### src/rtl/i2c_burst_wrapper.sv
// Burst-capable register file fronted by a shift register: writes commit after WRITE_LAT
// cycles, and reads stream blen+1 consecutive wrapping words after READ_LAT cycles.
module i2c_burst_wrapper #(
  parameter int DATAWIDTH = 8,
  parameter int ADDRWIDTH = 4,
  parameter int BLEN_W    = 3,
  parameter int WRITE_LAT = 2,
  parameter int READ_LAT  = 2
) (
  input  logic                         clk,
  input  logic                         reset,
  input  logic [DATAWIDTH-1:0]         D,
  input  logic [$clog2(DATAWIDTH)-1:0] S,
  input  logic                         MSBIn,
  input  logic                         LSBIn,
  input  logic [ADDRWIDTH-1:0]         addr,
  input  logic [BLEN_W-1:0]            blen,
  input  logic                         wr_en,
  input  logic                         rd_en,
  output logic                         ready,
  output logic [DATAWIDTH-1:0]         dataout,
  output logic                         DataValid,
  output logic                         last,
  output logic                         cmd_drop
);

  localparam int S_W   = $clog2(DATAWIDTH);
  localparam int DEPTH = 2 ** ADDRWIDTH;

  typedef enum logic [1:0] {
    IDLE     = 2'd0,
    WRITE    = 2'd1,
    RD_WAIT  = 2'd2,
    RD_BURST = 2'd3
  } state_t;

  state_t                 state_r;
  logic [DATAWIDTH-1:0]   sr_r;
  logic [DATAWIDTH-1:0]   mem_r [DEPTH];
  logic [ADDRWIDTH-1:0]   addr_r;
  logic [BLEN_W-1:0]      blen_r;
  logic [BLEN_W:0]        bidx_r;
  logic [7:0]             lat_cnt_r;
  logic [DATAWIDTH-1:0]   sr_nxt_s;
  logic [ADDRWIDTH-1:0]   rd_addr_s;
  logic                   beat_last_s;

  // Shift-register update selected by mode; unused modes hold the current value.
  function automatic logic [DATAWIDTH-1:0] sr_next(
    input logic [S_W-1:0]       mode,
    input logic [DATAWIDTH-1:0] cur,
    input logic [DATAWIDTH-1:0] din,
    input logic                 msb_in,
    input logic                 lsb_in
  );
    case (mode)
      S_W'(1):  sr_next = din;
      S_W'(2):  sr_next = {msb_in, cur[DATAWIDTH-1:1]};
      S_W'(3):  sr_next = {cur[DATAWIDTH-2:0], lsb_in};
      default:  sr_next = cur;
    endcase
  endfunction

  // Next shift-register value and current beat address (wraps modulo depth).
  always_comb begin
    sr_nxt_s    = sr_next(S, sr_r, D, MSBIn, LSBIn);
    rd_addr_s   = addr_r + ADDRWIDTH'(bidx_r);
    beat_last_s = (bidx_r == {1'b0, blen_r});
  end

  // Command FSM, memory and registered outputs.
  always_ff @(posedge clk) begin
    if (reset) begin
      state_r   <= IDLE;
      sr_r      <= '0;
      for (int i = 0; i < DEPTH; i++) mem_r[i] <= '0;
      addr_r    <= '0;
      blen_r    <= '0;
      bidx_r    <= '0;
      lat_cnt_r <= 8'd0;
      dataout   <= '0;
      DataValid <= 1'b0;
      last      <= 1'b0;
      cmd_drop  <= 1'b0;
      ready     <= 1'b0;
    end else begin
      DataValid <= 1'b0;
      last      <= 1'b0;
      cmd_drop  <= ~ready & (wr_en | rd_en);
      case (state_r)
        IDLE: begin
          if (ready && wr_en) begin
            sr_r      <= sr_nxt_s;
            addr_r    <= addr;
            lat_cnt_r <= 8'(WRITE_LAT - 1);
            state_r   <= WRITE;
            ready     <= 1'b0;
          end else if (ready && rd_en) begin
            addr_r    <= addr;
            blen_r    <= blen;
            bidx_r    <= '0;
            lat_cnt_r <= 8'(READ_LAT - 1);
            state_r   <= RD_WAIT;
            ready     <= 1'b0;
          end else begin
            ready     <= 1'b1;
          end
        end
        WRITE: begin
          if (lat_cnt_r == 8'd0) begin
            mem_r[addr_r] <= sr_r;
            state_r       <= IDLE;
            ready         <= 1'b1;
          end else begin
            lat_cnt_r     <= lat_cnt_r - 8'd1;
          end
        end
        RD_WAIT: begin
          if (lat_cnt_r == 8'd0) begin
            DataValid <= 1'b1;
            dataout   <= mem_r[rd_addr_s];
            last      <= beat_last_s;
            bidx_r    <= bidx_r + 1'b1;
            state_r   <= RD_BURST;
          end else begin
            lat_cnt_r <= lat_cnt_r - 8'd1;
          end
        end
        RD_BURST: begin
          // bidx_r runs one past blen once the final beat has been presented
          if (bidx_r > {1'b0, blen_r}) begin
            state_r   <= IDLE;
            ready     <= 1'b1;
          end else begin
            DataValid <= 1'b1;
            dataout   <= mem_r[rd_addr_s];
            last      <= beat_last_s;
            bidx_r    <= bidx_r + 1'b1;
          end
        end
        default: begin
          state_r <= IDLE;
          ready   <= 1'b0;
        end
      endcase
    end
  end

endmodule
### config.mk
export PLATFORM = sky130hd
export DESIGN_NAME = i2c_burst_wrapper
export DESIGN_NICKNAME = d
export VERILOG_FILES = /design/src/rtl/i2c_burst_wrapper.sv
export SDC_FILE = /design/constraint.sdc
export NUM_CORES = 1
export LEC_CHECK = 0
export CORE_MARGIN = 10
export CORE_UTILIZATION = 65
export DETAILED_ROUTE_END_ITERATION = 6
export PLACE_DENSITY = 0.85
export SKIP_LAST_GASP = 1
export SYNTH_ARGS = -nofsm -noshare
export SYNTH_HDL_FRONTEND = slang
export SYNTH_SLANG_ARGS = --single-unit
### constraint.sdc
create_clock -name clk -period 4.45 [get_ports clk]
set_input_delay 0.89 -clock clk [delete_from_list [all_inputs] [get_ports clk]]
set_output_delay 0.89 -clock clk [all_outputs]
set_load 0.05 [all_outputs]
## Word-level counts from Yosys, hierarchy flattened

Memories as Yosys holds them, arrays and structs flattened.
Index checks and enable logic that the tools add are counted.

- Output and inout bits: 12
- Memories kept: 1
- Word-level logic and storage cells: 95
- Flip-flop bits (word level): 41
- Bits in writable memories: 128

Memory list:

| name | words | width | read ports | clocked after memory_dff | write ports | line | text |
|---|---|---|---|---|---|---|---|
| mem_r | 16 | 8 | 1 | 0 | 16 | 39 | `logic [DATAWIDTH-1:0] mem_r [DEPTH];` |

- Bitwise operators: 4
- Eq/ne operators: 15
- $lt $le $gt $ge: 1
- Muxes and demuxes: 40
- Reduce and logical (&&, ||, !) cells: 20
- Add/subtract/negate cells: 3

Operators with widths:

| cell | number |
|---|---|
| $mux W8 | 6 |
| $pmux W8 S2 | 2 |
| $mux W4 | 7 |
| $pmux W8 S3 | 1 |
| $reduce_and A3 Y1 | 5 |
| $mux W1 | 14 |
| $ne A2 B2 Y1 const B | 7 |
| $pmux W4 S3 | 1 |
| $mux W2 | 5 |
| $reduce_bool A3 Y1 | 3 |
| $logic_not A8 Y1 | 1 |
| $pmux W2 S4 | 1 |
| $reduce_or A8 Y1 | 1 |
| $sub A8 B1 Y8 const B | 1 |
| $eq A3 B2 Y1 const B | 2 |
| $reduce_bool A2 Y1 | 3 |
| $reduce_and A5 Y1 | 1 |
| $add A4 B1 Y4 const B | 1 |
| $add A4 B4 Y4 | 1 |
| $eq A2 B2 Y1 const B | 2 |
| $eq A4 B3 Y1 | 1 |
| $gt A4 B3 Y1 | 1 |
| $pmux W1 S2 | 2 |
| $reduce_and A4 Y1 | 1 |
| other kinds (11) | 13 |

## Longest topological paths before layout

Gate-level depths: netlist (run 1).

- Word-level depth: 7
- Depth in mapped cells: 11

## Worst setup path before layout (run 1)

No wires, ideal clock.

- Path type: register to register
- Start: reg bidx_r[0]
- End: reg dataout[4]
- Setup slack: 1.948 ns
- Clock period less this slack: 2.502 ns
- Data required time: 4.316 ns
- Stages on the path, launching flop included: 9
- Data arrival time: 2.368 ns
- Path through: dfxtp_1 > ha_1 > inv_1 > fa_1 > xnor2_4 > buf_6 > mux4_2 > o211ai_1 > a311oi_1

- Word-level cells in the longest chain between the ends: 4
- Elaborated cells on any way between the ends: 8
- Classes of those cells: add/sub (1); order compare (1); eq/ne (1); mux (3); reduce/logical (1); memory (1)

Ends and longest elaborated chain:

| what | line | text |
|---|---|---|
| from (decl) | 42 | `logic [BLEN_W:0] bidx_r;` |
| from (signal assigned) | 123 | `bidx_r <= bidx_r + 1'b1;` |
| from (signal assigned) | 138 | `bidx_r <= bidx_r + 1'b1;` |
| $add A4 B4 Y4 | 67 | `rd_addr_s = addr_r + ADDRWIDTH'(bidx_r);` |
| $mem_v2 Z16 W8 | - |  |
| $mux W8, on equally long branches | 131, 119 |  |
| $pmux W8 S2 | 90 | `case (state_r)` |
| to (signal assigned) | 121 | `dataout <= mem_r[rd_addr_s];` |
| to (signal assigned) | 136 | `dataout <= mem_r[rd_addr_s];` |
| to (decl) | 21 | `output logic [DATAWIDTH-1:0] dataout,` |

Parallel ways exist; a longest one is shown, timed or not. The select of a mux whose other input is x is not followed.
A chain may end at the register's enable or synchronous reset.

## Final worst setup path (run 1)

- Start: reg addr_r[0]
- End: reg dataout[6]

- Word-level cells in the longest chain between the ends: 4
- Elaborated cells on any way between the ends: 5
- Classes of those cells: add/sub (1); mux (3); memory (1)

Ends and longest elaborated chain:

| what | line | text |
|---|---|---|
| from (decl) | 40 | `logic [ADDRWIDTH-1:0] addr_r;` |
| from (signal assigned) | 94 | `addr_r <= addr;` |
| from (signal assigned) | 99 | `addr_r <= addr;` |
| $add A4 B4 Y4 (*) | 67 |  |
| $mem_v2 Z16 W8 (*) | - |  |
| $mux W8, on equally long branches | 131, 119 |  |
| $pmux W8 S2 (*) | 90 |  |

Mark *: on every way between the ends. The rest lies on a longest branch, timed or not. The select of a mux whose other input is x is not followed.

==> results.yml, run 1 <==
die:
  die_x_um: 132
  core_area_mm2: 0.0122
  core.rowCount: 40
  fp.dieH_um: 132
  io_pins: 36
  start_util: 0.674
  die_area_mm2: 0.0175
timing:
  period_minus_slack_ns: 3.40
  hold_violations: 0
  finalCritPeriodShare: 0.764
  report.final.setup_viol: 0
  timing.final.ws_setup_ns: 1.05
  tightestPinTransition_ns: 1.42
  slew_headroom: 0.0437
  tns_ns: 0
  rsz0062_at_grt: "no"
  skew_ns: 0.00869
  slew_viol_final: 0
  max_freq_mhz: 294
power_and_ir_drop:
  leakage_nw: 3.44
  power_frac_comb: 0.287
  pwr-share-clk: 0.305
  powerDensity_mw_per_mm2: 529
  vdd.ir_drop.worst_mv: 0.497
  p_int_mw: 3.28
  netSwitchingFraction: 0.331
  p_sw_mw: 1.62
  seq_power_share: 0.408
setup_path:
  critical_path.startpoint_type: "flop"
  critical_path_class: "reg2reg"
  cp.arrival_ns: 3.66
  crit_required_ns: 4.71
  endpoint_kind: "flop"
  cp_max_fo: 24
clocking:
  cts_made_buffers: 17
  clkTransAtPathRegs_ns: 0.06
  post_cts_resized: 0
  postCtsSetupBuffers: 0
  htree_levels: 4
  clkLatencyLatePin_ns: 0.43
  cts_tree: "yes"
  cts_buffer_depth: 2
  cts_hold_buf: 0
  cts_root_buf: "clkbuf_16"
  numClockSinks: 169
global_route:
  antenna_found_initial: 0
  grt_start_max_net_pins: 42
  grt_pass1_wl_um: 29400
  grt_pass1_vias: 5498
  grt.overflow.total: 0
  track_usage: 0.216
detailed_routing:
  routed_wl_um: 18700
  remaining_drc_errors: 0
  wire_per_inst_um: 21.1
  ant_nets: 0
  num_vias: 5457
  drt-pass1-iter-count: 5
  drt_iter0_drc: 635
  viasPerCell: 6.17
logic_synthesis:
  synth-seq-cells: 169
  synth.area.top_cells: "edfxtp_1 47%, dfxtp_1 10%, and2_1 9.8%, mux2_2 4.7%, mux2i_1 2.9%"
  yosysWarningCount: 0
  synth_largest_area_cell: "edfxtp_1"
  ys_seq_area_frac: 0.569
  synth_cells: 677
  synth-async-reset-ratio: 0
  synth_nets: 714
  syn_area_per_cell_um2: 12.1
  synth-edff-count: 128
  synth_area_mm2: 0.00820
  synth.distinct_cells: 53
  synth_ff_type: "edfxtp_1"
  synth_top_cell_area_share: 0.469
  ys_top_cells_by_count: "128 x and2_1, 128 x edfxtp_1, 55 x nor2_1"
final_layout:
  fin_area_mm2: 0.00927
  antennaDiodeCount: 0
  layout-drive-gt1-share: 0.146
  fin_nets: 742
  final_util: 0.762
  num-fill-cells: 789
  syn2layout_area_growth_pct: 13.1
place:
  numPortBuffers: 35
  dpl-instance-area_mm2: 0.00866
  post-place-ws_ns: 1.11
  dp_hpwl_um: 12400
  place.gp.congestion: 0.888
hold_path:
  hold_path_class: "reg2reg"
flow_run:
  drv_cap: 0
run_status:
  outcome: "complete, no violations"
==> kinds of logic after synthesis <==
kind of cell               count (synthesis)  share of synthesized area
muxes                                     66                     0.0980
AOI/OAI and AO/OA                        101                     0.0829
and+or+nand+nor                          261                      0.185
adders and majority gates                 13                     0.0208
buffers and inverters                     57                     0.0307
DFF                                      169                      0.569
xor gates and xnor gates                  10                     0.0130
==> path summary, 6_finish.rpt <==
check,startpoint,endpoint,slack (ns),depth (start not counted)
worst max-delay path,addr_r[0],dataout[6],1.05,9
worst min-delay path,dataout[1],dataout[1],0.50,2
worst min register to register,dataout[1],dataout[1],0.50,2
worst max register to register,addr_r[0],dataout[6],1.05,9
==> area by class of cell <==
| cell class | count | area [um2] | share of cell area |
|---|---|---|---|
| clock buffers | 20 | 457 | 0.0493 |
| clock inverters | 11 | 146 | 0.0158 |
| inverters | 20 | 75.1 | 0.00810 |
| multi-input cells | 451 | 3280 | 0.354 |
| flip-flops and latches | 169 | 4660 | 0.503 |
| well taps | 168 | 210 | 0.0227 |
| repair buffers | 46 | 433 | 0.0467 |
==> power by group through the flow <==
stage	combinational (mW)	sequential (mW)	clock, mW
floorplan	0.949	2.08	0
global placement	1.34	2.02	0
detailed placement	1.39	2.03	0
CTS	1.40	2.00	1.51
global route	1.52	2.02	1.57
finish	1.40	2.00	1.50
==> sequential cells by signal (all words and copies together) (netlist names) <==
name and count:
dataout 8, bidx_r 4, addr_r 4, ready 1
blen_r 3, DataValid 1, lat_cnt_r 8, state_r 2
mem_r 128, sr_r 8, last 1, cmd_drop 1
==> worst max-delay path, cell delays in order (launching register included) <==
cell,delay (ns)
dfxtp_1,0.60
ha_1,0.26
inv_1,0.07
fa_2,0.95
buf_4,0.40
mux2_2,0.37
o22ai_1,0.15
nor3_1,0.08
a21oi_1,0.22
a211oi_1,0.11
==> routing by layer <==
layer | GRT usage | share of wire | vias to the layer above
met3 | 0.0419 | 0.064 | 64
li1 | - | - | 2513
met5 | 0 | 0 | -
met1 | 0.252 | 0.38 | 2633
met2 | 0.359 | 0.51 | 247
met4 | 0.133 | 0.047 | 0
==> cell usage in the layout (no fill, tap or decap), types with 3 or more instances in the layout <==
cell | synthesis | layout
a211oi_1 | 11 | 11
a21oi_1 | 9 | 9
a311oi_1 | 7 | 7
a31oi_1 | 8 | 8
and2_1 | 128 | 128
buf_4 | 2 | 11
bufinv_16 | 0 | 3
clkbuf_16 | 0 | 17
clkdlybuf4s50_1 | 0 | 35
clkinv_2 | 0 | 3
dfxtp_1 | 41 | 41
edfxtp_1 | 128 | 128
ha_1 | 12 | 12
inv_1 | 20 | 20
mux2_2 | 34 | 34
mux2i_1 | 24 | 24
mux4_2 | 8 | 8
nand2_1 | 13 | 13
nand2b_1 | 5 | 5
nand3_1 | 8 | 8
nor2_1 | 55 | 55
nor2b_1 | 9 | 9
nor3_1 | 6 | 6
nor3_2 | 4 | 4
nor4_1 | 4 | 4
o211ai_1 | 9 | 9
o21ai_0 | 25 | 25
o221ai_1 | 7 | 7
o22ai_1 | 17 | 17
or2_2 | 7 | 7
or3_1 | 7 | 7
xnor2_1 | 6 | 6
xor2_1 | 3 | 3
==> per-stage QoR <==
stage | std cells | total power, mW | hold WS, ns
2_1_floorplan | 677 | 3.03 | 0.463
3_3_place_gp | 854 | 3.36 | 0.480
3_5_place_dp | 854 | 3.42 | 0.494
4_1_cts | 885 | 4.91 | 0.502
5_1_grt | 885 | 5.11 | 0.523
6_report | 885 | 4.90 | 0.496
Note: power is estimated with default switching activity, not from simulation.
==> run 2: changes to the inputs <==
Settings changed: CORE_UTILIZATION 65 to 55, PLACE_DENSITY 0.85 to 0.76.
Clock period 4.45 ns to 2.96 ns, I/O delays scaled along.
==> results.yml, run 2 (same netlist as run 1, synthesis figures left out) <==
hold_path:
  hp-start: "dataout[5]"
  hold_end: "dataout[5]"
  hold_path_class: "reg2reg"
  holdPathStages: 2
die:
  start_util: 0.562
  fp.dieH_um: 142
  core.rowCount: 44
  core_area_mm2: 0.0146
  die_x_um: 142
  die_area_mm2: 0.0202
  io_pins: 36
timing:
  tns_ns: 0
  hold_violations: 0
  max_freq_mhz: 368
  slew_headroom: 0.138
  finalCritPeriodShare: 0.918
  rsz0062_at_grt: "no"
  report.final.setup_viol: 0
  timing.final.ws_setup_ns: 0.242
  slew_viol_final: 0
  skew_ns: 0.00763
  tightestPinTransition_ns: 1.28
  period_minus_slack_ns: 2.72
setup_path:
  cp_top_family: "adder cells"
  endpoint_kind: "flop"
  critical_path.startpoint_type: "flop"
  regToRegEndpoint: "dataout[6]"
  r2r_slack_ns: 0.24
  slowest_delay_ns: 0.43
  rr_worst_depth: 10
  critical_path_class: "reg2reg"
  path_cells: "ha_1, inv_1, fa_2, xnor2_4, buf_4, nand2b_1, o22ai_1, nor3_1, a21oi_1, a211oi_1"
  critical_path_buf_inv_count: 2
  cp_max_fo: 9
  critPathLaunch: "bidx_r[0]"
  crit_slowest_cell: "dfxtp_1"
  cp.arrival_ns: 2.99
  reg2reg_from: "bidx_r[0]"
  crit_required_ns: 3.23
final_layout:
  syn2layout_area_growth_pct: 13.8
  layout-drive-gt1-share: 0.154
  num-fill-cells: 1091
  largest_reg_flops: 128
  mostFrequentLayoutCells: "128 x and2_1, 128 x edfxtp_1, 55 x nor2_1"
  antennaDiodeCount: 0
  largest-register: "mem_r"
  fin_nets: 754
place:
  numPortBuffers: 35
  post-place-ws_ns: 0.263
  dp_hpwl_um: 12600
  place.gp.congestion: 0.891
clocking:
  cts_made_buffers: 17
  cts_hold_buf: 0
  numClockSinks: 169
  postCtsSetupBuffers: 0
  htree_levels: 4
  cts_root_buf: "clkbuf_16"
  cts_buffer_depth: 2
  cts_tree: "yes"
  post_cts_resized: 0
  clkTransAtPathRegs_ns: 0.06
  clkLatencyLatePin_ns: 0.42
detailed_routing:
  remaining_drc_errors: 0
  viasPerCell: 5.91
  routed_wl_um: 18300
  wire_per_inst_um: 20.1
  ant_nets: 0
  drt-pass1-iter-count: 5
  num_vias: 5396
  drt_iter0_drc: 376
power_and_ir_drop:
  vdd.ir_drop.worst_mv: 0.522
  leakage_nw: 3.48
  powerDensity_mw_per_mm2: 771
flow_run:
  drv_cap: 0
global_route:
  grt_start_max_net_pins: 64
  grt.overflow.total: 0
  met3_usage: 0.0350
  grt_pass1_wl_um: 29100
  groute.layer.met1.usage: 0.234
  grt-busiest-layer: "met2"
  grt_pass1_vias: 5383
  track_usage: 0.186
  grtUsageMet2: 0.308
  antenna_found_initial: 0
run_status:
  outcome: "complete, no violations"
run 2: worst min-delay path: cells and delay by family, from the launching register on:
family           cells  cell delay (ns)
AO/OA/AOI/OAI        1             0.05
flip-flops           1             0.31
AND/OR/NAND/NOR      1             0.09
run 2: worst max path at each step:
stage	end	slack, ns	depth (start not counted)
final	dataout[6]	0.24	10
after global placement	dataout[1]	0.34	7
after CTS	dataout[6]	0.26	10
after detailed placement	dataout[6]	0.26	10
after global routing	dataout[6]	0.01	10
after floorplan	dataout[4]	0.46	8
run 2: power breakdown:
part | internal (mW) | switching [mW] | total [mW]
clock network | 1.22 | 0.850 | 2.07
registers | 2.76 | 0.224 | 2.98
logic | 0.823 | 1.32 | 2.14
total | 4.80 | 2.40 | 7.20
run 2: layer usage:
layer / vias up / wire [um]
li1: 2535 / -
met1: 2626 / 7510
met2: 199 / 9160
met3: 36 / 1210
met4: 0 / 439
met5: - / 0
run 2: layout make-up:
type / count / area (um2) / area share
clock buffers: 20 / 437 / 0.0468
clock inverters: 11 / 106 / 0.0114
repair buffers: 58 / 536 / 0.0574
well taps: 184 / 230 / 0.0247
flip-flops and latches: 169 / 4660 / 0.500
inverters: 20 / 75.1 / 0.00805
multi-input cells: 451 / 3280 / 0.352
run 2: per-stage QoR:
stage	cells	total power [mW]	utilization	hold slack (ns)	cell area [um2]
floorplan	677	4.56	-	0.463	8200
global placement	882	5.07	0.602	0.480	8790
detailed placement	882	5.15	0.602	0.492	8790
CTS	913	7.21	0.640	0.507	9330
global route	913	7.54	0.640	0.532	9330
finish	913	7.20	0.640	0.500	9330
